<file path="config.mk">
export PLATFORM = sky130hd
export DESIGN_NAME = reg_wb_arbiter
export DESIGN_NICKNAME = d
export VERILOG_FILES = /design/src/rtl/reg_wb_pkg.sv /design/src/rtl/reg_wb_arbiter_wb_arb2.sv /design/src/rtl/reg_wb_arbiter.sv
export SDC_FILE = /design/constraint.sdc
export NUM_CORES = 1
export LEC_CHECK = 0
export ABC_AREA = 1
export CAP_MARGIN = 20
export CORE_MARGIN = 2
export CORE_UTILIZATION = 30
export DETAILED_ROUTE_END_ITERATION = 10
export PLACE_DENSITY = 0.61
export SLEW_MARGIN = 20
export SYNTH_ARGS = -nofsm -noshare
export SYNTH_HDL_FRONTEND = slang
export SYNTH_HIERARCHICAL = 1
export SYNTH_SLANG_ARGS = --single-unit
</file>
<file path="constraint.sdc">
create_clock -name CLK -period 2.1 [get_ports CLK]
set_input_delay 0.42 -clock CLK [delete_from_list [all_inputs] [get_ports CLK]]
set_output_delay 0.42 -clock CLK [all_outputs]
set_load 0.02 [all_outputs]
</file>
<file path="src/rtl/reg_wb_pkg.sv">
`default_nettype none
// ============================================================================
// Module   : reg_wb_pkg
// Purpose  : Shared widths, requester indices, issue-state enum and a
//            saturating-increment helper for the register write-back arbiter.
// Revision : 1.0 - initial release
// ============================================================================
package reg_wb_pkg;

    localparam int REG_AW = 5;
    localparam int REG_DW = 32;
    localparam int CNT_W  = 16;

    localparam int REQ_ALU = 0;
    localparam int REQ_LD  = 1;

    typedef enum logic [0:0] {
        IDLE  = 1'b0,
        ISSUE = 1'b1
    } wb_state_e;

    function automatic logic [CNT_W-1:0] sat_inc(input logic [CNT_W-1:0] v);
        return (&v) ? v : v + {{(CNT_W-1){1'b0}}, 1'b1};
    endfunction

endpackage
`default_nettype wire

</file>
<file path="src/rtl/reg_wb_arbiter_wb_arb2.sv">
`default_nettype none
// ============================================================================
// Module   : wb_arb2
// Purpose  : Two-way grant logic. Round-robin with a pointer register when
//            REG_WB_RR_EN is defined, otherwise fixed priority REQ1 over REQ0.
// Revision : 1.0 - initial release
// ============================================================================
module wb_arb2
    import reg_wb_pkg::*;
(
    input  logic       CLK,
    input  logic       RST_N,
    input  logic [1:0] VALID,
    input  logic       FREEZE,
    output logic [1:0] GNT
);

`ifdef REG_WB_RR_EN
    logic r_ptr_q;
    logic w_ptr_d;

    // Pointer only moves when the favoured side actually transfers.
    always_comb begin
        GNT = 2'b00;
        if (!FREEZE) begin
            if (&VALID) begin
                GNT[r_ptr_q] = 1'b1;
            end else begin
                GNT = VALID;
            end
        end
        w_ptr_d = r_ptr_q ^ GNT[r_ptr_q];
    end

    always_ff @(posedge CLK or negedge RST_N) begin
        if (!RST_N) begin
            r_ptr_q <= 1'b0;
        end else begin
            r_ptr_q <= w_ptr_d;
        end
    end
`else
    logic w_unused_clk_rst;
    assign w_unused_clk_rst = CLK ^ RST_N;

    always_comb begin
        GNT = 2'b00;
        if (!FREEZE) begin
            GNT = VALID[REQ_LD] ? 2'b10 : VALID;
        end
    end
`endif

endmodule
`default_nettype wire

</file>
<file path="src/rtl/reg_wb_arbiter.sv">
`default_nettype none
// ============================================================================
// Module   : reg_wb_arbiter
// Purpose  : Write-back arbiter/sequencer for the register bank write port.
//            Optional round-robin arbitration via macro REG_WB_RR_EN.
// Revision : 1.0 - initial release
// ============================================================================
module reg_wb_arbiter
    import reg_wb_pkg::*;
(
    input  logic              CLK,
    input  logic              RST_N,
    input  logic              FREEZE,
    input  logic              REQ0_VALID,
    input  logic [REG_AW-1:0] REQ0_ADDR,
    input  logic [REG_DW-1:0] REQ0_DATA,
    input  logic              REQ1_VALID,
    input  logic [REG_AW-1:0] REQ1_ADDR,
    input  logic [REG_DW-1:0] REQ1_DATA,
    output logic              REQ0_READY,
    output logic              REQ1_READY,
    output logic [REG_AW-1:0] AW,
    output logic [REG_DW-1:0] DIN,
    output logic              REG_WRITE,
    output logic [CNT_W-1:0]  WR_CNT,
    output logic [CNT_W-1:0]  DROP_CNT
);

    logic [1:0]        w_gnt;
    logic              w_xfer;
    logic [REG_AW-1:0] w_sel_addr;
    logic [REG_DW-1:0] w_sel_data;

    wb_state_e         r_state_q, w_state_d;
    logic [REG_AW-1:0] r_aw_q,    w_aw_d;
    logic [REG_DW-1:0] r_din_q,   w_din_d;
    logic [CNT_W-1:0]  r_wr_q,    w_wr_d;
    logic [CNT_W-1:0]  r_drop_q,  w_drop_d;

    wb_arb2 u_arb (
        .CLK    (CLK),
        .RST_N  (RST_N),
        .VALID  ({REQ1_VALID, REQ0_VALID}),
        .FREEZE (FREEZE),
        .GNT    (w_gnt)
    );

    assign REQ0_READY = w_gnt[REQ_ALU];
    assign REQ1_READY = w_gnt[REQ_LD];
    assign w_xfer     = |w_gnt;
    assign w_sel_addr = w_gnt[REQ_LD] ? REQ1_ADDR : REQ0_ADDR;
    assign w_sel_data = w_gnt[REQ_LD] ? REQ1_DATA : REQ0_DATA;

    // Register 0 is hardwired in the bank, so its writes are counted and dropped.
    always_comb begin
        w_state_d = IDLE;
        w_aw_d    = r_aw_q;
        w_din_d   = r_din_q;
        w_wr_d    = r_wr_q;
        w_drop_d  = r_drop_q;
        if (w_xfer) begin
            if (w_sel_addr != '0) begin
                w_state_d = ISSUE;
                w_aw_d    = w_sel_addr;
                w_din_d   = w_sel_data;
                w_wr_d    = sat_inc(r_wr_q);
            end else begin
                w_drop_d  = sat_inc(r_drop_q);
            end
        end
    end

    always_ff @(posedge CLK or negedge RST_N) begin
        if (!RST_N) begin
            r_state_q <= IDLE;
            r_aw_q    <= '0;
            r_din_q   <= '0;
            r_wr_q    <= '0;
            r_drop_q  <= '0;
        end else begin
            r_state_q <= w_state_d;
            r_aw_q    <= w_aw_d;
            r_din_q   <= w_din_d;
            r_wr_q    <= w_wr_d;
            r_drop_q  <= w_drop_d;
        end
    end

    assign AW        = r_aw_q;
    assign DIN       = r_din_q;
    assign REG_WRITE = (r_state_q == ISSUE);
    assign WR_CNT    = r_wr_q;
    assign DROP_CNT  = r_drop_q;

endmodule
`default_nettype wire

</file>
Word-level counts from Yosys, hierarchy flattened. Cells that the tools add are included.

Bits in registers: 70. Input port bits: 79. Output and inout port bits: 72. Word-level logic and storage cells: 23.

$add $sub $neg: 2. Mux-type cells: 6. Bitwise logic cells: 3. Reduce and logical (&&, ||, !) cells: 7.

Operator list (number): 16-bit by 1-bit adder with 16-bit output, second input constant (2); 32-bit two-way mux (1); 16-bit AND reduction (2); 3-bit AND reduction (2); 5-bit two-way mux (1); 5-bit nonzero test (1); 2-bit two-way mux (2); 1-bit NOT (3); 1-bit two-way mux (2); 2-bit AND reduction (1); 2-bit OR reduction (1).

Longest topological paths before layout. Gate-level depths: netlist of the first run.

Depth in word-level cells: 6. Depth in mapped cells: 14. Depth with buffers taken out: 11.

By module. The synthesis of the first run kept the hierarchy.

Modules (own cells, without submodules): reg_wb_arbiter (instances 1, cells an instance 487, area an instance 3851.2 µm², sequential area each 1751.7 µm²); wb_arb2 (instances 1, cells an instance 4, area an instance 20.0 µm², sequential area each 0.0 µm²).

Worst setup path after synthesis of the first run. No wires, ideal clock.

Kind: input to register. Start point: input REQ1_VALID. End point: register r_drop_q[12] (netlist: DROP_CNT[12]). Setup time: 0.118 ns. Data arrival time: 1.886 ns. Required time: 1.982 ns. Path slack: 0.096 ns. Stages: 13. Path buffers: 4. Cells stage by stage: inv_2 nor2_1 buf_4 buf_6 nand2_1 o21ai_2 nand3_2 nor2_2 buf_4 nand3_2 buf_6 nand2_1 nand2_1.

Cells in the longest elaborated chain, start to end: 6. Elaborated cells between the ends (all ways): 7. Classes of those cells: 3 x mux; 1 x bitwise; 3 x reduce/logical.

RTL lines: start, declared (RTL line reg_wb_arbiter.sv:17) `input logic REQ1_VALID,`; 2-bit two-way mux (*) (RTL line reg_wb_arbiter_wb_arb2.sv:49) `GNT = VALID[REQ_LD] ? 2'b10 : VALID;`; 2-bit two-way mux (*) (RTL line reg_wb_arbiter_wb_arb2.sv:48) `if (!FREEZE) begin`; named net REQ1_READY (RTL line reg_wb_arbiter.sv:21) `output logic REQ1_READY,`; 5-bit two-way mux (RTL line reg_wb_arbiter.sv:51) `assign w_sel_addr = w_gnt[REQ_LD] ? REQ1_ADDR : REQ0_ADDR;`; 5-bit nonzero test (RTL line reg_wb_arbiter.sv:62) `if (w_sel_addr != '0) begin`; 1-bit NOT (no line); 3-bit AND reduction (no line) (*); end signal, assigned (RTL line reg_wb_arbiter.sv:85) `r_drop_q <= w_drop_d;`; end, declared (RTL line reg_wb_arbiter.sv:38) `logic [CNT_W-1:0] r_drop_q, w_drop_d;`.

Mark *: on every way through the listed nets, which the timed path passes. The rest lies on a longest branch. A chain may end at the register's enable or synchronous reset.

Worst setup path after layout of the first run.
Start point: input FREEZE. End point: output REQ0_READY.

Cells in the longest elaborated chain, start to end: 1.

RTL lines: start, declared (RTL line reg_wb_arbiter.sv:13) `input logic FREEZE,`; 2-bit two-way mux (RTL line reg_wb_arbiter_wb_arb2.sv:48); end, declared (RTL line reg_wb_arbiter.sv:20) `output logic REQ0_READY,`.

No other way between the ends.

==> metrics.md, run 1 <==
| Metric | Value |
|---|---|
| Via count | `3773` |
| Synth cell types | `23` |
| Largest net degree at the start of global routing | `52` |
| Hold buffer count at cts | `0` |
| Levels on crit path | `4` |
| Critical path's slowest cell | `clkdlybuf4s50_1` |
| Delay-heaviest family, CP | `buffers and inverters` |
| DIE AREA | `13800 um2` |
| Largest family of logic cells by synthesized area | `simple AND/OR/NAND/NOR gates` |
| Post-Syn Area | `3870 um2` |
| Share of cells above drive strength 1 | `7.04%` |
| Initial Util | `30.7%` |
| Hold slack | `0.122 ns` |
| Core area | `12600 um2` |
| Port buffer count | `150` |
| Tightest Hold Check Type | `in -> async` |
| Post-synthesis simple-gate area fraction | `29.8%` |
| Worst IR Drop VDD | `495 uV` |
| CTS H-tree depth | `3` |
| Fin crit share | `93.5%` |
| Row cnt | `41` |
| Dpl hpwl | `7.88 mm` |
| Crit-path max FO | `3` |
| Final ANT Viol Nets | `0` |
| Compound-cell area share of the yosys netlist | `5.79%` |
| Clk buf depth | `2` |
| Setup ws final | `0.136 ns` |
| CP Capture Type | `output pin` |
| RSZ-0062 raised after global routing | `no` |
| Commonest non-fill, non-tap cell in the layout | `nand2_1` |
| Final net count | `729` |
| Mean Syn Cell Area | `7.88 um2` |
| Clk sink count | `70` |
| All-Layer GR Usage | `16.1%` |
| Die height | `118 um` |
| Num ports | `151` |
| CP required | `1.68 ns` |
| Status | `complete, no violations` |
| Crit path DAT | `1.54 ns` |
| Worst stage delay on the critical path | `0.50 ns` |
| Layout Skew | `0.00461 ns` |
| Slew HR | `54.8%` |
| Vias in the first global route | `3810` |
| Kind of critical path | `in -> out` |
| Router iterations before antenna repair | `5` |
| XOR/XNOR share of the synthesized area | `3.39%` |
| Clock latency on the worst-skew pair | `0.34 ns` |
| Crit path buf inv count | `3` |
| DR WL/cell | `13.0 um` |
| Finish-stage setup viols | `0` |
| Total grt overflow | `0` |
| Fin crit period | `1.96 ns` |
| Setup WS pre-CTS | `-0.189 ns` |
| First DRT Iteration DRCs | `195` |
| Worst reg2reg path depth | `9` |
| Post-Route WL | `10.7 mm` |
| Num CTS Buffers | `9` |
| Startpoint types | `input pin` |
| Yosys reg bits | `70` |
| Max Transition Viols Final | `0` |
| GP Congestion | `0.851` |
| CTS tree | `built` |
| Ys Warns | `6` |
| Root buffer cell | `clkbuf_16` |
| Multiplexer share of the synthesized area | `8.27%` |
| Ordered list of cells on the worst path | `clkdlybuf4s50_1 > buf_4 > nor2_2 > dlygate4sd2_1` |
| Achievable Freq | `509 MHz` |
| Die W | `118 um` |
| Synth Area in Adders | `0.646%` |
| Slew @ Worst Pin | `0.677 ns` |
| Sequential area share after synthesis | `45.2%` |
| MaxCap Viol Count | `0` |
| P_leak | `2.58 nW` |
| Pwr Density | `757 nW/um2` |
| First-pass GRT wire length | `18.4 mm` |
| Most frequent cells in the layout | `184 x nand2_1, 147 x clkdlybuf4s50_1, 70 x dfrtp_1` |
| CTS clock-pin slew for the worst setup and hold paths | `0.06 ns` |
| Antenna violations before repair | `0` |
| Synthesized instance count | `491` |
| Flop-to-flop setup slack | `0.36 ns` |
| ANT cells | `0` |
| Via/cell ratio | `4.57` |
| Area grow syn2layout | `52.8%` |
| # DRC | `0` |
| Final Hold Fails | `0` |
| Mapped Nets | `572` |
synth_stat cells, drive strengths merged:
cell type / count / share of area, %
nand3b: 2 / 0.39
xnor2: 12 / 2.7
dfrtp: 70 / 45
nor2: 44 / 4.4
xor2: 3 / 0.68
inv: 30 / 2.9
o21ai: 44 / 5.8
ha: 2 / 0.65
buf: 19 / 3.7
nand4: 17 / 2.7
clkbuf: 2 / 0.23
nand3: 26 / 3.7
mux2i: 32 / 8.3
nand2: 188 / 18
area by class of cell:
class                      count  area, um2
fill                        1239       6700
multi-input combinational    371       1880
sequential                    70       1750
timing repair buffer         166       1650
clock buffer                  13        260
tap                          172        215
inverter                      30        113
clock inverter                 3       42.5
repair_timing:
| item | in CTS | in global routing |
|---|---|---|
| pin swaps | 0 | 1 |
| gates cloned | 0 | 1 |
| buffers inserted | 0 | 0 |
| resized for setup | 2 | 2 |
| setup endpoints to repair | 2 | 31 |
kinds of logic (layout without fill, tap and decap cells):
logic type / Yosys count / in the layout
multiplexers: 32 / 32
XOR/XNOR: 15 / 15
flip-flops: 70 / 70
buffers and inverters: 51 / 212
AND/OR/NAND/NOR: 277 / 278
adder cells (fa/ha/maj): 2 / 2
AO/OA/AOI/OAI: 44 / 44
worst paths after layout:
path | start | endpoint
max | FREEZE | REQ0_READY
min | RST_N | DROP_CNT[11]$_DFFE_PN0P_
max reg2reg | DROP_CNT[0]$_DFFE_PN0P_ | DROP_CNT[8]$_DFFE_PN0P_
min reg2reg | DIN[8]$_DFFE_PN0P_ | DIN[8]$_DFFE_PN0P_
max in group asynchronous | RST_N | WR_CNT[11]$_DFFE_PN0P_
min in group CLK | DIN[8]$_DFFE_PN0P_ | DIN[8]$_DFFE_PN0P_
metal layers:
layer	vias up	part of all wire (%)	global-route usage [%]
li1	1903	-	-
met1	1725	48	20.8
met2	129	44	25.3
met3	16	6.1	4.46
met4	0	2.3	7.08
met5	-	0	0
where the power goes:
| part | internal, mW | leakage [nW] | switching [mW] |
|---|---|---|---|
| Clock | 0.983 | 0.146 | 0.575 |
| Combinational | 0.621 | 1.53 | 0.609 |
| Sequential | 1.53 | 0.906 | 0.161 |
| Total | 3.13 | 2.58 | 1.35 |
worst register-to-register path: stages, from the launching register on:
cell     delay, ns
dfrtp_1       0.44
ha_1          0.24
nand2_1       0.06
nor2_1        0.18
nand2_1       0.12
inv_1         0.13
nand2_4       0.17
nand3_4       0.20
nand2_1       0.07
nand2_1       0.07
metrics by stage:
stage / instances / setup TNS (ns) / total power [mW] / instance area, um2 / util [%]
floorplan: 491 / 0 / 2.29 / 3870 / -
global placement: 808 / -7.28 / 2.93 / 5600 / 44.3
detailed placement: 808 / -10.49 / 2.96 / 5600 / 44.3
CTS: 824 / 0 / 4.55 / 5900 / 46.7
global route: 825 / 0 / 4.74 / 5920 / 46.9
finish: 825 / 0 / 4.48 / 5920 / 46.9
flip-flops by register name, indices dropped and copies added (netlist names):
signal / flops
DROP_CNT: 16
AW: 5
WR_CNT: 16
REG_WRITE: 1
DIN: 32
No activity file was read; power rests on OpenSTA's default activity.
==> run 2: changes to the inputs <==
==> constraint.sdc (replaced) <==
create_clock -name CLK -period 2.2 [get_ports CLK]
set_input_delay 0.44 -clock CLK [delete_from_list [all_inputs] [get_ports CLK]]
set_output_delay 0.44 -clock CLK [all_outputs]
set_load 0.02 [all_outputs]
==> metrics.md, run 2 (same netlist as run 1, synthesis figures left out) <==
| Metric | Value |
|---|---|
| First DRT Iteration DRCs | `239` |
| Multi-input gate area | `1860 um2` |
| Critical path's slowest cell | `clkdlybuf4s50_1` |
| Register share of total power | `36.1%` |
| Crit path buf inv count | `3` |
| Max Transition Viols Final | `0` |
| Startpoint types | `input pin` |
| DR WL/cell | `12.8 um` |
| Num ports | `151` |
| Sw Share | `28.5%` |
| GP Congestion | `0.845` |
| Fill cell count | `1249` |
| Share of cells above drive strength 1 | `7.21%` |
| All-Layer GR Usage | `15.9%` |
| Total negative slack | `0 ns` |
| CP required | `1.76 ns` |
| ANT cells | `0` |
| Post-Route WL | `10.5 mm` |
| Crit path DAT | `1.58 ns` |
| Die height | `118 um` |
| First-pass GRT wire length | `17.9 mm` |
| Row cnt | `41` |
| Levels on crit path | `4` |
| Slew @ Worst Pin | `0.584 ns` |
| Status | `complete, no violations` |
| Final ANT Viol Nets | `0` |
| Reg area | `1750 um2` |
| Commonest non-fill, non-tap cell in the layout | `nand2_1` |
| Delay-heaviest family, CP | `buffers and inverters` |
| Psw | `1.28 mW` |
| Via/cell ratio | `4.49` |
| CTS tree | `built` |
| Most frequent cells in the layout | `184 x nand2_1, 147 x clkdlybuf4s50_1, 70 x dfrtp_1` |
| Worst IR Drop VDD | `428 uV` |
| Port buffer count | `150` |
| Worst stage delay on the critical path | `0.47 ns` |
| Fin crit period | `2.02 ns` |
| CP Capture Type | `output pin` |
| Post-CTS Setup Inserts | `0` |
| # DRC | `0` |
| Final net count | `728` |
| Initial Util | `30.7%` |
| Achievable Freq | `496 MHz` |
| Pwr Density | `750 nW/um2` |
| Setup WS pre-CTS | `-0.172 ns` |
| Num CTS Buffers | `9` |
| Hold slack | `0.0420 ns` |
| Clk sink count | `70` |
| Slew HR | `61.1%` |
| Total grt overflow | `0` |
| Clock latency on the worst-skew pair | `0.34 ns` |
| DIE AREA | `13800 um2` |
| Clock power frac | `37.7%` |
| Fin crit share | `91.6%` |
| Tightest Hold Check Type | `in -> async` |
| Antenna violations before repair | `0` |
| Clk buf depth | `2` |
| Worst reg2reg path depth | `9` |
| Core area | `12600 um2` |
| Max reg flops | `32` |
| Overall power | `4.48 mW` |
| Dpl hpwl | `7.80 mm` |
| Final Hold Fails | `0` |
| Via count | `3699` |
| Crit-path max FO | `12` |
| Layout Skew | `0.00434 ns` |
| CTS H-tree depth | `3` |
| Ordered list of cells on the worst path | `clkdlybuf4s50_1 > inv_2 > nor2_4 > dlygate4sd2_1` |
| Die W | `118 um` |
| P_leak | `2.60 nW` |
| Largest net degree at the start of global routing | `40` |
| Finish-stage setup viols | `0` |
| Root buffer cell | `clkbuf_16` |
| MaxCap Viol Count | `0` |
| Pint | `3.20 mW` |
| Kind of critical path | `in -> out` |
| RSZ-0062 raised after global routing | `no` |
| Vias in the first global route | `3582` |
| Area grow syn2layout | `54.3%` |
| Router iterations before antenna repair | `4` |
| CTS clock-pin slew for the worst setup and hold paths | `0.06 ns` |
| Gate power share | `26.2%` |
| Setup ws final | `0.184 ns` |
==> run 2: through the flow <==
stage / instances / util (%) / area [um2]
after global routing: 824 / 47.3 / 5970
after global placement: 808 / 44.5 / 5620
final: 824 / 47.3 / 5970
after detailed placement: 808 / 44.5 / 5620
after CTS: 824 / 47.3 / 5970
after floorplan: 491 / - / 3870
==> run 2: per-layer routing <==
metal  track usage [%]  part of all wire, %
met1              20.4                   47
met2              24.6                   44
met3              6.10                  7.4
met4              5.27                  1.4
met5                 0                    0
==> run 2: worst paths after layout <==
| check | startpoint | to | slack, ns |
|---|---|---|---|
| max in group asynchronous | RST_N | WR_CNT[7]$_DFFE_PN0P_ | 1.58 |
| max | REQ1_VALID | REQ1_READY | 0.18 |
| max reg2reg | DROP_CNT[0]$_DFFE_PN0P_ | DROP_CNT[3]$_DFFE_PN0P_ | 0.27 |
| min in group CLK | DIN[8]$_DFFE_PN0P_ | DIN[8]$_DFFE_PN0P_ | 0.48 |
| min reg2reg | DIN[8]$_DFFE_PN0P_ | DIN[8]$_DFFE_PN0P_ | 0.48 |
| min | RST_N | DROP_CNT[9]$_DFFE_PN0P_ | 0.04 |
==> run 2: worst register-to-register path, delay by kind of cell, from the launching register on <==
kind          cells  cell delay, ns
simple gates      7            1.07
buf+inv           1            0.10
flops             1            0.44
fa+ha+maj         1            0.26
==> run 2: final cells by class <==
type                       count  area share, %
timing repair buffer         166           28.1
clock buffer                  14           4.92
sequential                    70           29.3
multi-input combinational    370           31.1
inverter                      30           1.89
clock inverter                 2           1.01
tap                          172           3.60
==> run 2: power by group through the flow <==
stage | combinational, mW | sequential (mW) | clock (mW)
after detailed placement | 1.19 | 1.63 | 0
after CTS | 1.19 | 1.62 | 1.74
after global routing | 1.27 | 1.65 | 1.79
after global placement | 1.17 | 1.63 | 0
final | 1.17 | 1.62 | 1.69
after floorplan | 0.366 | 1.82 | 0
==> run 2: timing repair <==
action,4_1_cts,5_1_grt
endpoints found under the hold margin,0,0
endpoints found under the setup margin,2,0
hold buffers,0,0
gates resized for setup,2,0
==> run 3: changes to the inputs <==
--- a/config.mk
+++ b/config.mk
@@ -6,6 +6,7 @@
 export NUM_CORES = 1
 export LEC_CHECK = 0
 export ABC_AREA = 1
+export ABC_CLOCK_PERIOD_IN_PS = 2200
 export CAP_MARGIN = 20
 export CORE_MARGIN = 2
 export CORE_UTILIZATION = 30
==> results of run 3 <==
The final DEF is identical to that of run 2; final timing and power are the same.
